--- config.mk ---
export PLATFORM = sky130hd
export DESIGN_NAME = vnu_control_unit_flat
export DESIGN_NICKNAME = d
export VERILOG_FILES = /design/src/rtl/vnu_control_unit_if.sv /design/src/rtl/vnu_control_unit.sv /design/src/flat_wrapper.sv
export SDC_FILE = /design/constraint.sdc
export NUM_CORES = 1
export LEC_CHECK = 0
export BUFFER_PORTS_ARGS = -buffer_cell sky130_fd_sc_hd__buf_2
export CAP_MARGIN = 10
export CORE_UTILIZATION = 49
export CTS_CLUSTER_DIAMETER = 50
export DETAILED_ROUTE_END_ITERATION = 12
export PLACE_DENSITY = 0.8
export SETUP_SLACK_MARGIN = 0.2
export SLEW_MARGIN = 20
export SYNTH_ARGS = -nofsm -noshare
export SYNTH_HDL_FRONTEND = slang
export SYNTH_SLANG_ARGS = --single-unit
export TNS_END_PERCENT = 5
--- constraint.sdc ---
create_clock -name read_clk -period 1.8 [get_ports read_clk]
set_clock_uncertainty 0.1 [all_clocks]
set_input_delay 0.09 -clock read_clk [delete_from_list [all_inputs] [get_ports read_clk]]
set_output_delay 0.09 -clock read_clk [all_outputs]
set_load 0.02 [all_outputs]
--- src/rtl/vnu_control_unit_if.sv ---
// vnu_control_unit_if: handshake and status bundle between the CNU side and the VNU control FSM
interface vnu_control_unit_if #(
   parameter int MAX_ITER      = 10,
   parameter int FSM_STATE_NUM = 5
);
   logic                               fsm_en;
   logic                               c2v_mem_we;
   logic                               last_layer;
   logic                               syndrome_zero;
   logic                               vnu_rd;
   logic                               v2c_fetch;
   logic                               v2c_mem_we;
   logic                               layer_finish;
   logic                               vnu_update_pend;
   logic                               termination;
   logic [$clog2(MAX_ITER+1)-1:0]      iter_cnt;
   logic                               err_overrun;
   logic [$clog2(FSM_STATE_NUM)-1:0]   state;
   modport master (
      output fsm_en, c2v_mem_we, last_layer, syndrome_zero,
      input  vnu_rd, v2c_fetch, v2c_mem_we, layer_finish, vnu_update_pend,
             termination, iter_cnt, err_overrun, state
   );
   modport slave (
      input  fsm_en, c2v_mem_we, last_layer, syndrome_zero,
      output vnu_rd, v2c_fetch, v2c_mem_we, layer_finish, vnu_update_pend,
             termination, iter_cnt, err_overrun, state
   );
endinterface

--- src/rtl/vnu_control_unit.sv ---
// vnu_control_unit: sequences VNU fetch, pipeline and v2c write-back per layer, tracks iterations and termination
module vnu_control_unit #(
   parameter int LAYER_NUM          = 3,
   parameter int MAX_ITER           = 10,
   parameter int MEM_RD_LEVEL       = 2,
   parameter int VNU_PIPELINE_LEVEL = 3,
   parameter int IB_LOAD_CYCLE      = 4,
   parameter int FSM_STATE_NUM      = 5
) (
   input logic                read_clk,
   input logic                rst,
   vnu_control_unit_if.slave  bus
);
   localparam int SW   = $clog2(FSM_STATE_NUM);
   localparam int IW   = $clog2(MAX_ITER + 1);
   localparam int CW_A = MEM_RD_LEVEL > VNU_PIPELINE_LEVEL ? MEM_RD_LEVEL : VNU_PIPELINE_LEVEL;
   localparam int CW   = CW_A > IB_LOAD_CYCLE ? CW_A : IB_LOAD_CYCLE;

   if (LAYER_NUM < 1 || MEM_RD_LEVEL < 1 || VNU_PIPELINE_LEVEL < 1 || IB_LOAD_CYCLE < 1 || FSM_STATE_NUM < 5) begin : g_param_check
      $error("vnu_control_unit: invalid parameter value");
   end

   typedef enum logic [SW-1:0] {
      V_IDLE      = 0,
      V_MEM_FETCH = 1,
      V_PIPE      = 2,
      V_WB        = 3,
      V_IB_UPDATE = 4
   } state_t;

   state_t          st, st_nxt;
   logic [CW-1:0]   cnt, cnt_nxt;
   logic [IW-1:0]   iter_cnt;
   logic            ll_q;
   logic            err_overrun;
   logic            term_cond;

   assign bus.state       = st;
   assign bus.iter_cnt    = iter_cnt;
   assign bus.err_overrun = err_overrun;

   // state, one-hot dwell counter, latched layer flag, iteration count and sticky overrun flag
   always_ff @(posedge read_clk or posedge rst) begin
      if (rst) begin
         st          <= V_IDLE;
         cnt         <= '0;
         ll_q        <= 1'b0;
         iter_cnt    <= '0;
         err_overrun <= 1'b0;
      end else if (!bus.fsm_en) begin
         st          <= V_IDLE;
         cnt         <= '0;
         ll_q        <= 1'b0;
         iter_cnt    <= '0;
         err_overrun <= 1'b0;
      end else begin
         st  <= st_nxt;
         cnt <= cnt_nxt;
         if (st == V_IDLE && bus.c2v_mem_we)
            ll_q <= bus.last_layer;
         if (st != V_IDLE && bus.c2v_mem_we)
            err_overrun <= 1'b1;
         if (st == V_WB && ll_q)
            iter_cnt <= term_cond ? '0 : iter_cnt + IW'(1);
      end
   end

   // next state, dwell-counter shift and state-decoded strobes
   always_comb begin
      st_nxt              = st;
      cnt_nxt             = cnt << 1;
      term_cond           = bus.syndrome_zero | (iter_cnt == IW'(MAX_ITER - 1));
      bus.v2c_fetch       = 1'b0;
      bus.vnu_rd          = 1'b0;
      bus.v2c_mem_we      = 1'b0;
      bus.layer_finish    = 1'b0;
      bus.termination     = 1'b0;
      bus.vnu_update_pend = 1'b0;
      case (st)
         V_IDLE: begin
            if (bus.c2v_mem_we) begin
               st_nxt  = V_MEM_FETCH;
               cnt_nxt = CW'(1);
            end
         end
         V_MEM_FETCH: begin
            bus.v2c_fetch = cnt[0];
            if (cnt[MEM_RD_LEVEL-1]) begin
               st_nxt  = V_PIPE;
               cnt_nxt = CW'(1);
            end
         end
         V_PIPE: begin
            bus.vnu_rd = 1'b1;
            if (cnt[VNU_PIPELINE_LEVEL-1]) begin
               st_nxt  = V_WB;
               cnt_nxt = CW'(1);
            end
         end
         V_WB: begin
            bus.v2c_mem_we      = 1'b1;
            bus.layer_finish    = 1'b1;
            bus.termination     = ll_q & term_cond;
            bus.vnu_update_pend = ll_q & ~term_cond;
            st_nxt              = (ll_q & ~term_cond) ? V_IB_UPDATE : V_IDLE;
            cnt_nxt             = CW'(1);
         end
         V_IB_UPDATE: begin
            bus.vnu_update_pend = 1'b1;
            if (cnt[IB_LOAD_CYCLE-1])
               st_nxt = V_IDLE;
         end
         default: st_nxt = V_IDLE;
      endcase
   end
endmodule

--- src/flat_wrapper.sv ---
// flat-port wrapper written by rule: the top's interface ports become plain ports
module vnu_control_unit_flat 
#(
   parameter int LAYER_NUM          = 3,
   parameter int MAX_ITER           = 10,
   parameter int MEM_RD_LEVEL       = 2,
   parameter int VNU_PIPELINE_LEVEL = 3,
   parameter int IB_LOAD_CYCLE      = 4,
   parameter int FSM_STATE_NUM      = 5
)
  (read_clk, rst, bus_fsm_en, bus_c2v_mem_we, bus_last_layer, bus_syndrome_zero, bus_vnu_rd, bus_v2c_fetch, bus_v2c_mem_we, bus_layer_finish, bus_vnu_update_pend, bus_termination, bus_iter_cnt, bus_err_overrun, bus_state);
  vnu_control_unit_if #(.MAX_ITER(MAX_ITER), .FSM_STATE_NUM(FSM_STATE_NUM)) bus_i ();
  input logic read_clk;
  input logic rst;
  input wire logic [$bits(bus_i.fsm_en)-1:0] bus_fsm_en;
  input wire logic [$bits(bus_i.c2v_mem_we)-1:0] bus_c2v_mem_we;
  input wire logic [$bits(bus_i.last_layer)-1:0] bus_last_layer;
  input wire logic [$bits(bus_i.syndrome_zero)-1:0] bus_syndrome_zero;
  output wire logic [$bits(bus_i.vnu_rd)-1:0] bus_vnu_rd;
  output wire logic [$bits(bus_i.v2c_fetch)-1:0] bus_v2c_fetch;
  output wire logic [$bits(bus_i.v2c_mem_we)-1:0] bus_v2c_mem_we;
  output wire logic [$bits(bus_i.layer_finish)-1:0] bus_layer_finish;
  output wire logic [$bits(bus_i.vnu_update_pend)-1:0] bus_vnu_update_pend;
  output wire logic [$bits(bus_i.termination)-1:0] bus_termination;
  output wire logic [$bits(bus_i.iter_cnt)-1:0] bus_iter_cnt;
  output wire logic [$bits(bus_i.err_overrun)-1:0] bus_err_overrun;
  output wire logic [$bits(bus_i.state)-1:0] bus_state;
  assign bus_i.fsm_en = bus_fsm_en;
  assign bus_i.c2v_mem_we = bus_c2v_mem_we;
  assign bus_i.last_layer = bus_last_layer;
  assign bus_i.syndrome_zero = bus_syndrome_zero;
  assign bus_vnu_rd = bus_i.vnu_rd;
  assign bus_v2c_fetch = bus_i.v2c_fetch;
  assign bus_v2c_mem_we = bus_i.v2c_mem_we;
  assign bus_layer_finish = bus_i.layer_finish;
  assign bus_vnu_update_pend = bus_i.vnu_update_pend;
  assign bus_termination = bus_i.termination;
  assign bus_iter_cnt = bus_i.iter_cnt;
  assign bus_err_overrun = bus_i.err_overrun;
  assign bus_state = bus_i.state;
  vnu_control_unit #(.LAYER_NUM(LAYER_NUM), .MAX_ITER(MAX_ITER), .MEM_RD_LEVEL(MEM_RD_LEVEL), .VNU_PIPELINE_LEVEL(VNU_PIPELINE_LEVEL), .IB_LOAD_CYCLE(IB_LOAD_CYCLE), .FSM_STATE_NUM(FSM_STATE_NUM)) u_core (.read_clk(read_clk), .rst(rst), .bus(bus_i));
endmodule
# ---- Word-level counts from Yosys, hierarchy flattened
# Index checks and enable logic that the tools add are counted.
dict set report classes {
  bitwise_logic 4
  mux 24
  addsub 1
  n_reduce_logical 6
  eq_ne 12
}
# op n
set op_table {}
lappend op_table {{$mux 4} 6}
lappend op_table {{$mux 3} 7}
lappend op_table {{$pmux 4 s4} 1}
lappend op_table {{$pmux 3 s5} 1}
lappend op_table {{$ne 3x2->1 const B} 3}
lappend op_table {{$mux 1} 8}
lappend op_table {{$eq 3x2->1 const B} 2}
lappend op_table {{$ne 2x1->1 const B} 3}
lappend op_table {{$add 4x1->4 const B} 1}
lappend op_table {{$eq 4x4->1 const B} 1}
lappend op_table {{$reduce_and 4->1} 1}
lappend op_table {{$eq 3x1->1 const B} 1}
lappend op_table {{$eq 3x3->1 const B} 1}
lappend op_table {{$logic_and 1x1->1} 3}
lappend op_table {{$logic_not 3->1} 1}
lappend op_table {{$ne 3x3->1 const B} 1}
lappend op_table {{$reduce_bool 3->1} 1}
lappend op_table {{$and 1x1->1} 2}
lappend op_table {{$pmux 1 s2} 1}
lappend op_table {{$not 1->1} 1}
lappend op_table {{$or 1x1->1} 1}
dict set report totals {
  inputBits 6
  out_inout_bits 14
  ff_bits 13
  word_cells 52
}

# ---- Longest topological paths before layout
dict set report depth {
  word_depth 7
  ltp_mapped 5
  depth_no_buf 5
}

# ---- Worst setup path after synthesis
# OpenSTA, ideal clock, no wires.
dict set report synth_timing {
  path_type {register to register}
  start {register u_core.iter_cnt[1], in the netlist u_core.bus.iter_cnt[1]}
  end {register u_core.iter_cnt[1], in the netlist u_core.bus.iter_cnt[1]}
  arrival_time_ns 1.422
  setup_time_ns 0.077
  synth_period_minus_slack_ns 1.600
  n_path_buf 0
  path_slack_ns 0.200
  stages_incl_launch_ff 5
  required_ns 1.623
  cell_sequence {dfrtp_1 > inv_1 > ha_1 > or4b_1 > a21oi_1}
}
dict set report synth_between {
  elab_chain_len 5
  elab_cells_between_ends 6
  cone_classes {add/sub (1); eq/ne (1); mux (3); bitwise (1)}
}
# element line_no
set synth_lines {}
lappend synth_lines {{start: declaration} vnu_control_unit.sv:33} ;# logic [IW-1:0] iter_cnt;
lappend synth_lines {{start signal: assignment} vnu_control_unit.sv:64} ;# iter_cnt <= term_cond ? '0 : iter_cnt + IW'(1);
lappend synth_lines {{parallel branches: the longest is 2 deep, another holds $add 4x1->4} n/a}
lappend synth_lines {{$mux 4 (*)} vnu_control_unit.sv:64}
lappend synth_lines {{$mux 4 (*)} vnu_control_unit.sv:63} ;# if (st == V_WB && ll_q)
lappend synth_lines {{$mux 4 (*)} vnu_control_unit.sv:50} ;# end else if (!bus.fsm_en) begin
# Mark *: on every way between the ends. The select of a mux whose other input is x is not followed.
# A chain may end at the register's enable or synchronous reset.

# ---- Worst setup path in the final report
dict set report layout_timing {
  start {register u_core.iter_cnt[0], in the netlist u_core.bus.iter_cnt[0]}
  end {register u_core.iter_cnt[1], in the netlist u_core.bus.iter_cnt[1]}
}
# The elaborated chain is that of the path after synthesis.

==> impl_metrics.py <==
metrics = {
    "run_status": {
        "outcome": "finished clean",
    },
    "timing": {
        "slew_headroom": 0.674,
        "slew_violations": 0,
        "fmax_mhz": 615,
        "finalSetupTns_ns": 0,
        "setup-violations-final": 0,
        "finalCriticalPeriod_ns": 1.63,
        "tightestPinTransition_ns": 0.488,
        "finalHoldViolCount": 0,
        "rsz0062_at_grt": "true",
        "fin_crit_sh": 0.903,
    },
    "synth": {
        "synth_top_area_share": 0.458,
        "yosysUniqueCellTypes": 28,
        "ys_warn_count": 0,
        "synthCells": 69,
        "ys_seq_elements": 13,
        "netlist_area_um2": 711,
        "yosys.area.top_type": "dfrtp_1",
        "yosysSeqAreaShare": 0.458,
        "syn_avg_cell_area_um2": 10.3,
        "yosys-top-cells-area": "dfrtp_1 (46%), a21oi_1 (4.2%), ha_1 (3.5%)",
        "syn_nets": 77,
    },
    "global_route": {
        "grt_pass1_vias": 533,
        "antenna_found_initial": 0,
        "grt_pass1_wl_um": 2330,
        "use_met1": 0.300,
        "grt_use_total": 0.228,
        "met2_usage": 0.355,
        "overflow": 0,
        "top_usage_layer": "met2",
        "grt_max_degree": 14,
        "gr-usage-met3": 0.100,
    },
    "power_and_ir_drop": {
        "ir_drop_mv": 0.466,
        "p_leak_nw": 0.520,
        "p_per_area_nw_per_um2": 598,
    },
    "die": {
        "num_rows": 13,
        "ios": 20,
        "initial_core_util": 0.539,
        "dieHeight_um": 40.1,
        "core_um2": 1320,
        "die_area_um2": 1610,
        "die_x_um": 40.1,
    },
    "placed_design": {
        "io_buffers": 19,
        "dp.cells": 101,
        "place_hpwl_um": 1050,
        "place_congestion": 0.842,
    },
    "clock_tree": {
        "htreeDepth": 1,
        "cts_buffers": 3,
        "cts_buffer_depth": 2,
        "cts_tree": "done",
        "insertion_delay_ns": 0.28,
        "root_buffer": "clkbuf_4",
        "clk_transition_reported_paths_ns": 0.08,
        "cts_sinks": 13,
    },
    "finish": {
        "fill_cells": 96,
        "finalNonFillerCells": 116,
        "nets": 110,
        "drive_gt1_frac": 0.436,
        "antenna_cells": 0,
        "synthToLayoutAreaGrowth_pct": 32.2,
    },
    "setup_path": {
        "worst-endpoint-arrival_ns": 1.72,
        "worstPathMaxFanout": 3,
        "start_kind": "flip-flop",
        "required_ns": 1.90,
        "critPathKind": "reg2reg",
        "crit_slowest_cell": "or4b_1",
        "worstPathCellList": "ha_2 -> nand3b_1 -> buf_4 -> or4b_1 -> a21oi_2",
        "worstReg2RegStart": "u_core.bus.iter_cnt[0]$_DFFE_PP0P_",
        "r2r_slack_ns": 0.17,
        "worstSetupEndpointType": "flip-flop",
        "r2r-end": "u_core.bus.iter_cnt[1]$_DFFE_PP0P_",
        "max_stage_delay_ns": 0.46,
        "critical-path-top-delay-family": "simple AND/OR/NAND/NOR gates",
        "worst-path-buf-inv": 1,
        "r2r_cells": 5,
    },
    "drt": {
        "drt-wirelength-per-cell_um": 13.6,
        "first_pass_iters": 4,
        "vias_per_cell": 5.42,
        "num_vias": 629,
        "route.detailed.drc": 0,
        "wl_um": 1580,
        "ant_nets": 0,
        "drt-initial-drc-count": 14,
    },
    "worst_hold_path": {
        "min_to": "u_core.bus.err_overrun$_DFFE_PP0P_",
        "hold_path_class": "in2reg",
        "min_from": "bus_c2v_mem_we",
        "hold_depth": 3,
    },
    "job": {
        "drv_cap": 0,
    },
}
metal layers:
metal	routed length [um]	vias to the layer above	part of all wire
met1	764	288	0.48
met4	0	0	0
li1	-	321	-
met3	91	0	0.058
met2	721	20	0.46
met5	0	-	0
worst reg2reg max path, cell delays in order, from the launching register on:
cell	delay, ns
dfrtp_1	0.40
ha_2	0.18
nand3b_1	0.10
buf_4	0.13
or4b_1	0.46
a21oi_2	0.16
per-stage QoR:
| step | hold WS [ns] | area, um2 | total power, mW | util | setup slack [ns] |
|---|---|---|---|---|---|
| 3_5_place_dp | 0.0335 | 812 | 0.385 | 0.616 | 0.208 |
| 2_1_floorplan | -0.133 | 711 | 0.361 | - | 0.200 |
| 6_report | 0.00539 | 940 | 0.562 | 0.713 | 0.175 |
| 3_3_place_gp | 0.0281 | 812 | 0.383 | 0.616 | 0.253 |
| 5_1_grt | 0.0290 | 940 | 0.591 | 0.713 | 0.0891 |
| 4_1_cts | 0.00114 | 936 | 0.567 | 0.710 | 0.194 |
layout by cell type, fill, tap and decap left out:
| cell type | Yosys | layout |
|---|---|---|
| a21oi_1 | 6 | 4 |
| a21oi_2 | 0 | 2 |
| a31oi_1 | 1 | 1 |
| and3_1 | 3 | 3 |
| and3b_2 | 1 | 1 |
| and4bb_2 | 1 | 1 |
| buf_2 | 1 | 19 |
| buf_4 | 2 | 10 |
| clkbuf_4 | 0 | 3 |
| clkinv_2 | 0 | 1 |
| dfrtp_1 | 13 | 11 |
| dfrtp_2 | 0 | 2 |
| dlygate4sd3_1 | 0 | 2 |
| ha_1 | 2 | 1 |
| ha_2 | 0 | 1 |
| inv_1 | 5 | 5 |
| mux2_2 | 2 | 2 |
| mux2i_1 | 1 | 1 |
| nand2_1 | 3 | 3 |
| nand2b_1 | 2 | 2 |
| nand3_1 | 2 | 2 |
| nand3b_1 | 3 | 3 |
| nand4_1 | 2 | 2 |
| nand4b_4 | 1 | 1 |
| nor2_1 | 5 | 5 |
| nor4b_2 | 1 | 1 |
| o211ai_1 | 2 | 2 |
| o21ai_0 | 2 | 2 |
| o21ai_1 | 1 | 1 |
| o31ai_1 | 2 | 2 |
| or3_1 | 1 | 1 |
| or3b_1 | 1 | 1 |
| or4_1 | 2 | 2 |
| or4b_1 | 1 | 1 |
cell usage after synthesis:
master     n
a21oi_1    6
a31oi_1    1
and3_1     3
and3b_2    1
and4bb_2   1
buf_2      1
buf_4      2
dfrtp_1   13
ha_1       2
inv_1      5
mux2_2     2
mux2i_1    1
nand2_1    3
nand2b_1   2
nand3_1    2
nand3b_1   3
nand4_1    2
nand4b_4   1
nor2_1     5
nor4b_2    1
o211ai_1   2
o21ai_0    2
o21ai_1    1
o31ai_1    2
or3_1      1
or3b_1     1
or4_1      2
or4b_1     1
cells by family (layout without fill, tap and decap cells):
kind of cell / after synthesis / after routing / share of synthesized area
simple gates: 29 / 29 / 0.292
compound gates: 14 / 14 / 0.114
flops: 13 / 13 / 0.458
buf+inv: 8 / 40 / 0.0546
mux: 3 / 3 / 0.0458
fa+ha+maj: 2 / 2 / 0.0352
flip-flops by register name, summed over array words and instances, names as in the netlist:
signal,count
u_core.bus.err_overrun,1
u_core.bus.iter_cnt,4
u_core.cnt,4
u_core.ll_q,1
u_core.bus.state,3
final cells by class:
| cell class | count | area, um2 | area share |
|---|---|---|---|
| clock inverters | 1 | 5.00 | 0.00533 |
| well taps | 15 | 18.8 | 0.0200 |
| repair buffers | 31 | 190 | 0.202 |
| clock buffers | 3 | 22.5 | 0.0240 |
| inverters | 5 | 18.8 | 0.0200 |
| flip-flops and latches | 13 | 328 | 0.349 |
| multi-input cells | 48 | 357 | 0.379 |
where the power goes:
part	internal, mW	total [mW]	switching (mW)
Clock	0.0825	0.177	0.0946
Sequential	0.301	0.309	0.00873
Combinational	0.0327	0.0754	0.0427
worst max path at each step:
| stage | endpoint | slack [ns] | startpoint | cells after the start |
|---|---|---|---|---|
| 2_1_floorplan | u_core.bus.iter_cnt[1]$_DFFE_PP0P_ | 0.20 | u_core.bus.iter_cnt[1]$_DFFE_PP0P_ | 4 |
| 3_3_place_gp | u_core.bus.iter_cnt[1]$_DFFE_PP0P_ | 0.25 | u_core.bus.iter_cnt[0]$_DFFE_PP0P_ | 3 |
| 3_5_place_dp | u_core.bus.iter_cnt[3]$_DFFE_PP0P_ | 0.21 | u_core.bus.state[1]$_DFFE_PP0P_ | 3 |
| 4_1_cts | bus_termination | 0.19 | u_core.bus.iter_cnt[1]$_DFFE_PP0P_ | 6 |
| 5_1_grt | bus_vnu_update_pend | 0.09 | u_core.bus.iter_cnt[0]$_DFFE_PP0P_ | 5 |
| 6_report | u_core.bus.iter_cnt[1]$_DFFE_PP0P_ | 0.17 | u_core.bus.iter_cnt[0]$_DFFE_PP0P_ | 5 |
repair_timing:
| item | in CTS | in global routing |
|---|---|---|
| buffers inserted | 9 | 0 |
| pin swaps | 1 | 1 |
| hold buffers | 2 | 0 |
| setup endpoints to repair | 3 | 3 |
| gates resized for setup | 4 | 1 |
| hold endpoints to repair | 14 | 0 |
(Power assumes the default switching activity.)
